### config.mk
export PLATFORM = sky130hd
export DESIGN_NAME = exp_result_rx
export DESIGN_NICKNAME = d
export VERILOG_FILES = /design/src/rtl/exp_result_rx.sv
export SDC_FILE = /design/constraint.sdc
export NUM_CORES = 1
export LEC_CHECK = 0
export CAP_MARGIN = 25
export CORE_MARGIN = 4
export CORE_UTILIZATION = 25
export DETAILED_ROUTE_END_ITERATION = 6
export DONT_BUFFER_PORTS = 1
export PLACE_DENSITY = 0.44
export SETUP_SLACK_MARGIN = 0.4
export SKIP_CTS_REPAIR_TIMING = 1
export SLEW_MARGIN = 0
export SYNTH_ARGS = -nofsm -noshare
export SYNTH_HDL_FRONTEND = slang
export SYNTH_SLANG_ARGS = --single-unit
### constraint.sdc
create_clock -name clk -period 6.54 [get_ports clk]
set_clock_uncertainty 0.15 [all_clocks]
set_input_delay 1.308 -clock clk [delete_from_list [all_inputs] [get_ports clk]]
set_output_delay 1.308 -clock clk [all_outputs]
set_load 0.02 [all_outputs]
### src/rtl/exp_result_rx.sv
// exp_result_rx: receive endpoint for the exp(x) pipeline result stream.
// Buffers Q7.25 results in a first-word-fall-through FIFO, drives the
// pipeline stall (o_ready), counts accepted results and flags drops.
module exp_result_rx #(
  parameter int WIDTH = 32,
  parameter int DEPTH = 8,
  parameter int AFULL = 6
) (
  input  logic                       clk,
  input  logic                       reset,
  input  logic                       i_valid,
  input  logic [WIDTH-1:0]           i_y,
  output logic                       o_ready,
  output logic                       o_valid,
  output logic [WIDTH-1:0]           o_data,
  input  logic                       i_ready,
  output logic [$clog2(DEPTH):0]     o_count,
  output logic                       o_almost_full,
  output logic [31:0]                o_rx_total,
  output logic                       o_overflow
);

  localparam int AW = $clog2(DEPTH);
  localparam int CW = AW + 1;
  localparam logic [CW-1:0] DEPTH_C = CW'(DEPTH);
  localparam logic [CW-1:0] AFULL_C = CW'(AFULL);

  logic [WIDTH-1:0] mem [DEPTH];

  logic [AW-1:0] wr_ptr_q, wr_ptr_d;
  logic [AW-1:0] rd_ptr_q, rd_ptr_d;
  logic [CW-1:0] count_q, count_d;
  logic [31:0]   rx_total_q, rx_total_d;
  logic          overflow_q, overflow_d;
  logic          wr, rd;

  // Handshake flags and status outputs, all from registered state only
  always_comb begin
    o_valid       = (count_q != '0);
    o_ready       = (count_q < DEPTH_C);
    o_almost_full = (count_q >= AFULL_C);
    o_count       = count_q;
    o_rx_total    = rx_total_q;
    o_overflow    = overflow_q;
    o_data        = mem[rd_ptr_q];
    wr            = i_valid & o_ready;
    rd            = o_valid & i_ready;
  end

  // Next-state: pointers wrap naturally; full/empty tracked by count alone
  always_comb begin
    wr_ptr_d   = wr_ptr_q;
    rd_ptr_d   = rd_ptr_q;
    count_d    = count_q;
    rx_total_d = rx_total_q;
    overflow_d = overflow_q | (i_valid & ~o_ready);
    if (wr) begin
      wr_ptr_d   = wr_ptr_q + AW'(1);
      rx_total_d = rx_total_q + 32'd1;
    end
    if (rd) begin
      rd_ptr_d = rd_ptr_q + AW'(1);
    end
    case ({wr, rd})
      2'b10:   count_d = count_q + CW'(1);
      2'b01:   count_d = count_q - CW'(1);
      default: count_d = count_q;
    endcase
  end

  // Control state with asynchronous active-low reset
  always_ff @(posedge clk or negedge reset) begin
    if (!reset) begin
      wr_ptr_q   <= '0;
      rd_ptr_q   <= '0;
      count_q    <= '0;
      rx_total_q <= '0;
      overflow_q <= 1'b0;
    end else begin
      wr_ptr_q   <= wr_ptr_d;
      rd_ptr_q   <= rd_ptr_d;
      count_q    <= count_d;
      rx_total_q <= rx_total_d;
      overflow_q <= overflow_d;
    end
  end

  // Storage array is not reset; contents are only observable while count != 0
  always_ff @(posedge clk) begin
    if (wr) begin
      mem[wr_ptr_q] <= i_y;
    end
  end

endmodule

# == After elaboration in Yosys (flattened, before gate mapping) ==
# Memory sizes are Yosys's and may differ from the RTL's.
# Index checks and enable logic that the tools add are counted.
# word_totals
reg_bits,43
mem_bits_rw,256
in_bits,36
output_inout_bits,72
word_cells,25
mem_count,1
# memory_table
name,depth,width,read_ports,rd_ports_with_merged_regs,write_ports,line,rtl
mem,8,32,1,0,1,28,logic [WIDTH-1:0] mem [DEPTH];
# op_classes
n_addsub,5
n_lt_le_gt_ge,2
eq_ne,2
mux,3
bitwise,5
reduce_logical,2
# op_table
op,n
$add 32x1->32 const B,1
$pmux 4 s2,1
$add 3x1->3 const B,2
$add 4x1->4 const B,1
$ge 4x3->1 const B,1
$lt 4x4->1 const B,1
$reduce_bool 4->1,1
$sub 4x1->4 const B,1
$and 1x1->1,3
$eq 2x1->1 const B,1
$eq 2x2->1 const B,1
$mux 1,2
$reduce_bool 2->1,1
$not 1->1,1
$or 1x1->1,1

# == Depth between registers and ports, before layout ==
# Gate-level depths: netlist of run 1.
# depth
ltp_word,4
depth_mapped,9
depth_no_buf,9

# == Worst setup path before layout of run 1 ==
# No wires, ideal clock.
# synth_timing
path_kind,input -> register
start,input port i_valid
end,"memory mem[1][0], enable pin"
setup_ns,0.461
t_arrival_ns,4.083
t_required_ns,5.929
path_slack_ns,1.846
cell_stages,4
n_path_buf,1
cell_sequence,nor2b_1 -> clkbuf_1 -> nand2_1 -> nor3_1
# synth_via
elab_chain_len,3
# synth_lines
item,line,rtl
"start, declared",11,"input logic i_valid,"
$and 1x1->1,46,wr = i_valid & o_ready;
$mux 1,90,if (wr) begin
$mux 1 (implied by the code),91,mem[wr_ptr_q] <= i_y;
"end, declared",28,
# Every way passes these cells.

# == Final worst setup path of run 1 ==
# layout_timing
start,register rd_ptr_q[0]
end,output port o_data[14]
# layout_via
elab_chain_len,1
# layout_lines
item,line,rtl
"start, declared",31,"logic [AW-1:0] rd_ptr_q, rd_ptr_d;"
"start signal, assigned",81,rd_ptr_q <= rd_ptr_d;
$mem_v2 8x32,--,
"end, declared",15,"output logic [WIDTH-1:0] o_data,"
# Every way passes these cells.

==> flow_metrics.py, run 1 <==
metrics = {
    "synthesis": {
        "synth_warnings": 0,
        "synthAdderAreaFrac": 0.00814,
        "synth_async_sr_flop_share": 0.144,
        "synth_area_sq_um": 11700,
        "synth_simple_gate_area_share": 0.0419,
        "mappedNetlistNets": 598,
        "netlist.area_leader.share": 0.658,
        "synth_edf_count": 256,
        "synth.distinct_cells": 34,
        "synthDominantAreaCellType": "sky130_fd_sc_hd__edfxtp_1",
        "synth_flop_cell": "sky130_fd_sc_hd__edfxtp_1",
        "synth_instances": 555,
        "synth_compound_gate_area_share": 0.00257,
        "synthesis.area_per_instance_sq_um": 21.1,
        "seq_area_frac_synth": 0.750,
        "yosys.area_share.xor_xnor": 0.0285,
        "combinational_family_with_the_most_area_after_synthesis": "multiplexers",
        "yosys-top-cells-area": "sky130_fd_sc_hd__edfxtp_1 (66%), sky130_fd_sc_hd__mux4_2 (12%), sky130_fd_sc_hd__dfrtp_1 (9.2%), sky130_fd_sc_hd__mux2_2 (3.4%), sky130_fd_sc_hd__xnor2_1 (2.2%)",
        "ys_ff_latch": 299,
        "synth.area.mux_share": 0.158,
    },
    "worst_setup_path": {
        "path_max_fanout": 29,
        "crit_start": "rd_ptr_q[0]",
        "setup.worst_path.end_class": "output pin",
        "critPathRequiredTime_ns": 5.08,
        "critical-path-max-stage-delay_ns": 0.69,
        "crit_path_end": "o_data[14]",
        "ff2ff_setup_slack_ns": 3.41,
        "rr_worst_depth": 9,
        "timing.critical_path.buf_inv": 2,
        "cp-start-kind": "flop",
        "critical_path.reg2reg.startpoint": "o_count[3]",
        "worstPathCellList": "buf_16 > buf_4 > mux4_2 > mux2_2",
        "cp_top_family": "multiplexers",
        "cp_data_arrival_time_ns": 2.86,
        "slowest_library_cell_on_the_worst_path": "sky130_fd_sc_hd__dfrtp_4",
        "worst_r2r_endpoint": "o_count[3]",
        "worst-setup-path-type": "reg -> out",
        "timing.critical_path.depth": 4,
    },
    "drt": {
        "wl_per_cell_microns": 20.5,
        "detailroute.via_count": 5282,
        "drc_errors": 0,
        "detailedRoute.firstPassIterationCount": 4,
        "wl_microns": 24700,
        "avgViaCountPerCell": 4.37,
        "drt_iter0_markers": 420,
        "route.antenna.remaining_nets": 0,
    },
    "global_routing": {
        "grt_overflow_total": 0,
        "grt_first_pass_wirelength_microns": 37300,
        "all_layer_global_routing_usage": 0.0991,
        "grt_antenna_before_repair": 0,
        "grt_start_max_net_pins": 48,
        "vias_in_the_first_global_route": 5765,
    },
    "clocking": {
        "cts-buffers-inserted": 34,
        "clk-insertion-delay-late_ns": 0.52,
        "cts.sinks": 299,
        "root_buffer": "sky130_fd_sc_hd__clkbuf_16",
        "tritoncts": "built",
        "htree_levels": 2,
        "clock_tree.buffer_depth": 3,
        "clk_pin_slew_worst_paths_ns": 0.06,
    },
    "cells_and_area": {
        "syn_to_layout_area_delta_pct": 17.1,
        "layout-drive-gt1-share": 0.294,
        "layout.nets": 627,
        "layoutNonFillerInstCount": 1208,
        "antenna_diode_instance_count": 0,
        "nFillCells": 4408,
    },
    "sta": {
        "report.final.setup_viol": 0,
        "finalMaxSlewViolations": 0,
        "rsz0062_at_grt": "false",
        "max_slew_headroom": 0.364,
        "timing.final.crit_period_ns": 4.31,
        "timing.fmax_mhz": 232,
        "worst_slew_pin_slew_ns": 0.954,
        "report.final.hold_viol_count": 0,
        "setup_tns_ns": 0,
        "fin_crit_sh": 0.660,
    },
    "die": {
        "fp.coreArea_sq_um": 45800,
        "io_pins": 108,
        "die_x_microns": 224,
        "fp-row-count": 78,
        "dieHeight_microns": 224,
        "initial_core_util": 0.255,
        "design.die.area_sq_um": 50300,
    },
    "place": {
        "numPortBuffers": 0,
        "placed_instances": 1147,
        "dpl.hpwl_microns": 14000,
        "final_wtd_congestion": 0.792,
    },
    "power_and_ir_drop": {
        "powerDensity_nw_per_um2": 439,
        "cell_leakage_power_nw": 4.48,
        "worst_voltage_drop_across_the_vdd_grid_mv": 0.208,
    },
    "job": {
        "timing.max_cap.violations": 0,
    },
    "min_path": {
        "min_path_type": "in -> async",
    },
    "outcome": {
        "result_of_the_run": "completed",
    },
}
==> report_power, final <==
part           internal [mW]  leakage [nW]  switching (mW)  total (mW)
sequential              2.30          2.87           0.261        2.56
clock                   1.25         0.567           0.730        1.98
combinational          0.675          1.04           0.793        1.47
total                   4.22          4.48            1.78        6.00
==> worst register-to-register path: stages (launching register included) <==
cell	delay, ns
sky130_fd_sc_hd__dfrtp_1	0.52
sky130_fd_sc_hd__or4_1	0.78
sky130_fd_sc_hd__nand2_1	0.25
sky130_fd_sc_hd__inv_1	0.07
sky130_fd_sc_hd__ha_1	0.23
sky130_fd_sc_hd__ha_1	0.29
sky130_fd_sc_hd__a21o_1	0.18
sky130_fd_sc_hd__a21oi_1	0.18
sky130_fd_sc_hd__mux2i_1	0.25
sky130_fd_sc_hd__xnor2_1	0.15
==> registers in the layout, summed over array words and instances, names as in the netlist <==
signal,flops
mem,256
o_count,4
o_overflow,1
o_rx_total,32
rd_ptr_q,3
wr_ptr_q,3
==> layout make-up <==
class,count,area [sq um],area share
inverter,7,26.3,0.00192
tap,600,751,0.0548
clock buffer,42,891,0.0651
clock inverter,18,282,0.0206
timing repair buffer,12,123,0.00896
multi-input combinational,230,2850,0.208
sequential,299,8770,0.641
==> metal layers <==
metal | wire length [microns] | track usage | up-vias | part of all wire
met3 | 2260 | 0.0425 | 40 | 0.092
met4 | 557 | 0.0298 | 0 | 0.023
met1 | 9960 | 0.122 | 2790 | 0.40
li1 | - | - | 2294 | -
met5 | 0 | 0 | - | 0
met2 | 11900 | 0.160 | 158 | 0.48
==> Yosys cell counts, types with 2 or more instances <==
cell type and number:
sky130_fd_sc_hd__edfxtp_1 256, sky130_fd_sc_hd__mux4_2 64, sky130_fd_sc_hd__dfrtp_1 43, sky130_fd_sc_hd__mux2_2 35
sky130_fd_sc_hd__xnor2_1 30, sky130_fd_sc_hd__nand2_1 21, sky130_fd_sc_hd__nand3_1 11, sky130_fd_sc_hd__clkbuf_1 10
sky130_fd_sc_hd__nand4_1 10, sky130_fd_sc_hd__nor2_1 10, sky130_fd_sc_hd__xor2_1 8, sky130_fd_sc_hd__inv_1 7
sky130_fd_sc_hd__ha_1 6, sky130_fd_sc_hd__and3_1 5, sky130_fd_sc_hd__nor3_1 5, sky130_fd_sc_hd__buf_4 4
sky130_fd_sc_hd__and4_1 3, sky130_fd_sc_hd__nand2b_1 3, sky130_fd_sc_hd__nor4_4 3, sky130_fd_sc_hd__a21o_1 2
sky130_fd_sc_hd__buf_2 2, sky130_fd_sc_hd__buf_6 2, sky130_fd_sc_hd__nor2b_1 2, sky130_fd_sc_hd__o21ai_0 2
sky130_fd_sc_hd__or2_2 2
==> cell usage in the layout (no fill, tap or decap), types with 6 or more instances in the layout <==
| master | instances |
|---|---|
| sky130_fd_sc_hd__mux2_2 | 35 |
| sky130_fd_sc_hd__nand3_1 | 11 |
| sky130_fd_sc_hd__ha_1 | 6 |
| sky130_fd_sc_hd__xor2_1 | 8 |
| sky130_fd_sc_hd__buf_4 | 10 |
| sky130_fd_sc_hd__nand2_1 | 21 |
| sky130_fd_sc_hd__bufinv_16 | 7 |
| sky130_fd_sc_hd__xnor2_1 | 30 |
| sky130_fd_sc_hd__nor2_4 | 6 |
| sky130_fd_sc_hd__inv_1 | 7 |
| sky130_fd_sc_hd__nand4_1 | 10 |
| sky130_fd_sc_hd__clkbuf_16 | 34 |
| sky130_fd_sc_hd__edfxtp_1 | 256 |
| sky130_fd_sc_hd__clkbuf_1 | 7 |
| sky130_fd_sc_hd__mux4_2 | 64 |
| sky130_fd_sc_hd__dfrtp_1 | 40 |
==> worst min path at each step <==
| stage | endpoint | slack (ns) | cells after the start |
|---|---|---|---|
| 2_1_floorplan | wr_ptr_q[0] | 0.33 | 1 |
| 3_3_place_gp | wr_ptr_q[0] | 0.35 | 1 |
| 3_5_place_dp | wr_ptr_q[0] | 0.35 | 1 |
| 4_1_cts | o_rx_total[9] | 0.28 | 0 |
| 5_1_grt | o_rx_total[24] | 0.28 | 0 |
| 6_report | o_rx_total[24] | 0.33 | 0 |
==> through the flow <==
stage               worst slack, ns   util  hold slack [ns]  area, sq um  power (mW)
detailed placement             2.46  0.273            0.352        12500        4.10
CTS                            1.86  0.298            0.277        13700        6.12
global placement               2.52  0.272            0.347        12500        4.04
global route                   2.00  0.299            0.280        13700        6.32
finish                         2.23  0.299            0.326        13700        6.00
floorplan                      1.85      -            0.330        11700        3.72
==> kinds of logic (layout without fill, tap and decap cells) <==
group	count (synthesis)	in the layout
xor+xnor	38	38
simple gates	80	80
compound gates	5	5
fa+ha+maj	7	7
flops	299	299
buf+inv	26	79
mux	100	100
(Power assumes the default switching activity.)
==> inputs of run 2 (changes only) <==
- PLACE_DENSITY: 0.44 -> 0.46
- clock period: 6.54 -> 3.9 ns (I/O delays scaled with it)
==> run 2 against run 1 <==
Total power grew 66%. Design area grew 0.60%. First-iteration DRC count shrank 40%. Worst hold slack lost 0.12 ns. Count of clock-buffer cells in the layout grew 2. Routed wire length grew 5.1%. Die area is the same. Utilization grew 0.18 points. Critical path type unchanged.
==> flow_metrics.py, run 2 (synthesized netlist as in run 1, its figures left out) <==
metrics = {
    "outcome": {
        "result_of_the_run": "completed",
    },
    "drt": {
        "detailroute.via_count": 5332,
        "wl_per_cell_microns": 21.4,
        "route.antenna.remaining_nets": 0,
        "detailedRoute.firstPassIterationCount": 4,
        "wl_microns": 26000,
        "drt_iter0_markers": 253,
        "drc_errors": 0,
        "avgViaCountPerCell": 4.39,
    },
    "worst_setup_path": {
        "path_max_fanout": 46,
        "crit_start": "rd_ptr_q[1]",
        "critical_path.reg2reg.startpoint": "o_count[3]",
        "critPathRequiredTime_ns": 2.97,
        "cp_data_arrival_time_ns": 2.46,
        "cp-start-kind": "flop",
        "setup.worst_path.end_class": "output pin",
        "worst-setup-path-type": "reg -> out",
        "ff2ff_setup_slack_ns": 0.81,
    },
    "clocking": {
        "cts-buffers-inserted": 34,
        "htree_levels": 2,
        "clk_pin_slew_worst_paths_ns": 0.06,
        "cts.sinks": 299,
        "root_buffer": "sky130_fd_sc_hd__clkbuf_16",
        "clk-insertion-delay-late_ns": 0.52,
        "tritoncts": "built",
        "clock_tree.buffer_depth": 3,
    },
    "cells_and_area": {
        "layout_common_cells": "sky130_fd_sc_hd__edfxtp_1 (256), sky130_fd_sc_hd__mux4_2 (64), sky130_fd_sc_hd__dfrtp_1 (40), sky130_fd_sc_hd__clkbuf_16 (37), sky130_fd_sc_hd__mux2_2 (35)",
        "layout.nets": 635,
        "final_common_cell": "sky130_fd_sc_hd__edfxtp_1",
        "nFillCells": 4402,
        "layout-drive-gt1-share": 0.300,
        "top_register": "mem",
        "syn_to_layout_area_delta_pct": 17.8,
        "largest_reg_flops": 256,
    },
    "die": {
        "initial_core_util": 0.255,
        "fp.coreArea_sq_um": 45800,
        "die_x_microns": 224,
        "io_pins": 108,
        "design.die.area_sq_um": 50300,
        "fp-row-count": 78,
        "dieHeight_microns": 224,
    },
    "sta": {
        "worst_slew_pin_slew_ns": 0.820,
        "setup_tns_ns": 0,
        "finalMaxSlewViolations": 0,
        "report.final.setup_viol": 0,
        "timing.fmax_mhz": 295,
        "fin_crit_sh": 0.869,
        "report.final.hold_viol_count": 0,
        "timing.final.crit_period_ns": 3.39,
        "rsz0062_at_grt": "false",
        "final.setup.worst_slack_ns": 0.513,
        "max_slew_headroom": 0.453,
    },
    "min_path": {
        "min_delay_startpoint": "i_y[30]",
        "min_path_type": "in -> reg",
    },
    "global_routing": {
        "grt_start_max_net_pins": 47,
        "all_layer_global_routing_usage": 0.102,
        "grt_antenna_before_repair": 0,
        "grt_overflow_total": 0,
        "vias_in_the_first_global_route": 5861,
        "grt_first_pass_wirelength_microns": 38200,
    },
    "place": {
        "dpl.hpwl_microns": 15200,
        "numPortBuffers": 0,
        "final_wtd_congestion": 0.792,
        "post_place_setup_slack_ns": 0.832,
    },
    "job": {
        "timing.max_cap.violations": 0,
    },
    "power_and_ir_drop": {
        "powerDensity_nw_per_um2": 722,
        "worst_voltage_drop_across_the_vdd_grid_mv": 0.363,
        "cell_leakage_power_nw": 4.51,
    },
}
==> run 2: changes by cell type in the layout (fill, tap and decap cells not counted), sizes merged <==
cell / before / now
buf: 12 / 19
bufinv: 7 / 2
clkbuf: 42 / 44
clkinv: 8 / 11
diode: 0 / 1
dlygate4sd3: 0 / 1
inv: 9 / 7
==> run 2: worst paths after layout <==
kind                            endpoint  cells past startpoint
max                           o_data[30]                      3
min                           mem[4][30]                      0
max reg2reg                   o_count[3]                      9
min reg2reg                  wr_ptr_q[0]                      1
max in group asynchronous    rd_ptr_q[0]                      2
min in group asynchronous  o_rx_total[9]                      2
==> run 2: report_power, final <==
| group | switching (mW) | total (mW) | internal (mW) |
|---|---|---|---|
| clock network | 1.19 | 3.04 | 1.85 |
| registers | 0.429 | 4.28 | 3.85 |
| logic | 1.43 | 2.63 | 1.20 |
| total | 3.05 | 9.94 | 6.89 |
==> run 2: through the flow <==
step	hold slack, ns	utilization	total power [mW]	instances	instance area, sq um
detailed placement	0.336	0.276	7.00	1153	12600
global placement	0.336	0.276	6.94	1153	12600
CTS	-0.246	0.299	10.1	1211	13700
finish	0.205	0.301	9.94	1215	13800
floorplan	0.330	-	6.24	555	11700
global route	0.165	0.301	10.5	1214	13800
==> run 2: critical path, stage by stage (launching register included) <==
cell                      delay [ns]
sky130_fd_sc_hd__dfrtp_2        0.78
sky130_fd_sc_hd__buf_12         0.36
sky130_fd_sc_hd__mux4_2         0.35
sky130_fd_sc_hd__mux2_2         0.38
==> run 2: area by class of cell <==
cell class / count / area, sq um / share of cell area
Clock inverter: 14 / 118 / 0.00854
Clock buffer: 44 / 952 / 0.0691
Timing Repair Buffer: 20 / 293 / 0.0213
Sequential cell: 299 / 8770 / 0.637
Antenna cell: 1 / 2.50 / 0.000182
Inverter: 7 / 26.3 / 0.00191
Multi-Input combinational cell: 230 / 2860 / 0.208
Tap cell: 600 / 751 / 0.0545
==> run 2: routing by layer <==
| metal | vias to the layer above | part of all wire | track usage |
|---|---|---|---|
| met2 | 152 | 0.50 | 0.172 |
| met1 | 2831 | 0.41 | 0.122 |
| met5 | - | 0 | 0 |
| met3 | 37 | 0.076 | 0.0381 |
| li1 | 2312 | - | - |
| met4 | 0 | 0.020 | 0.0346 |
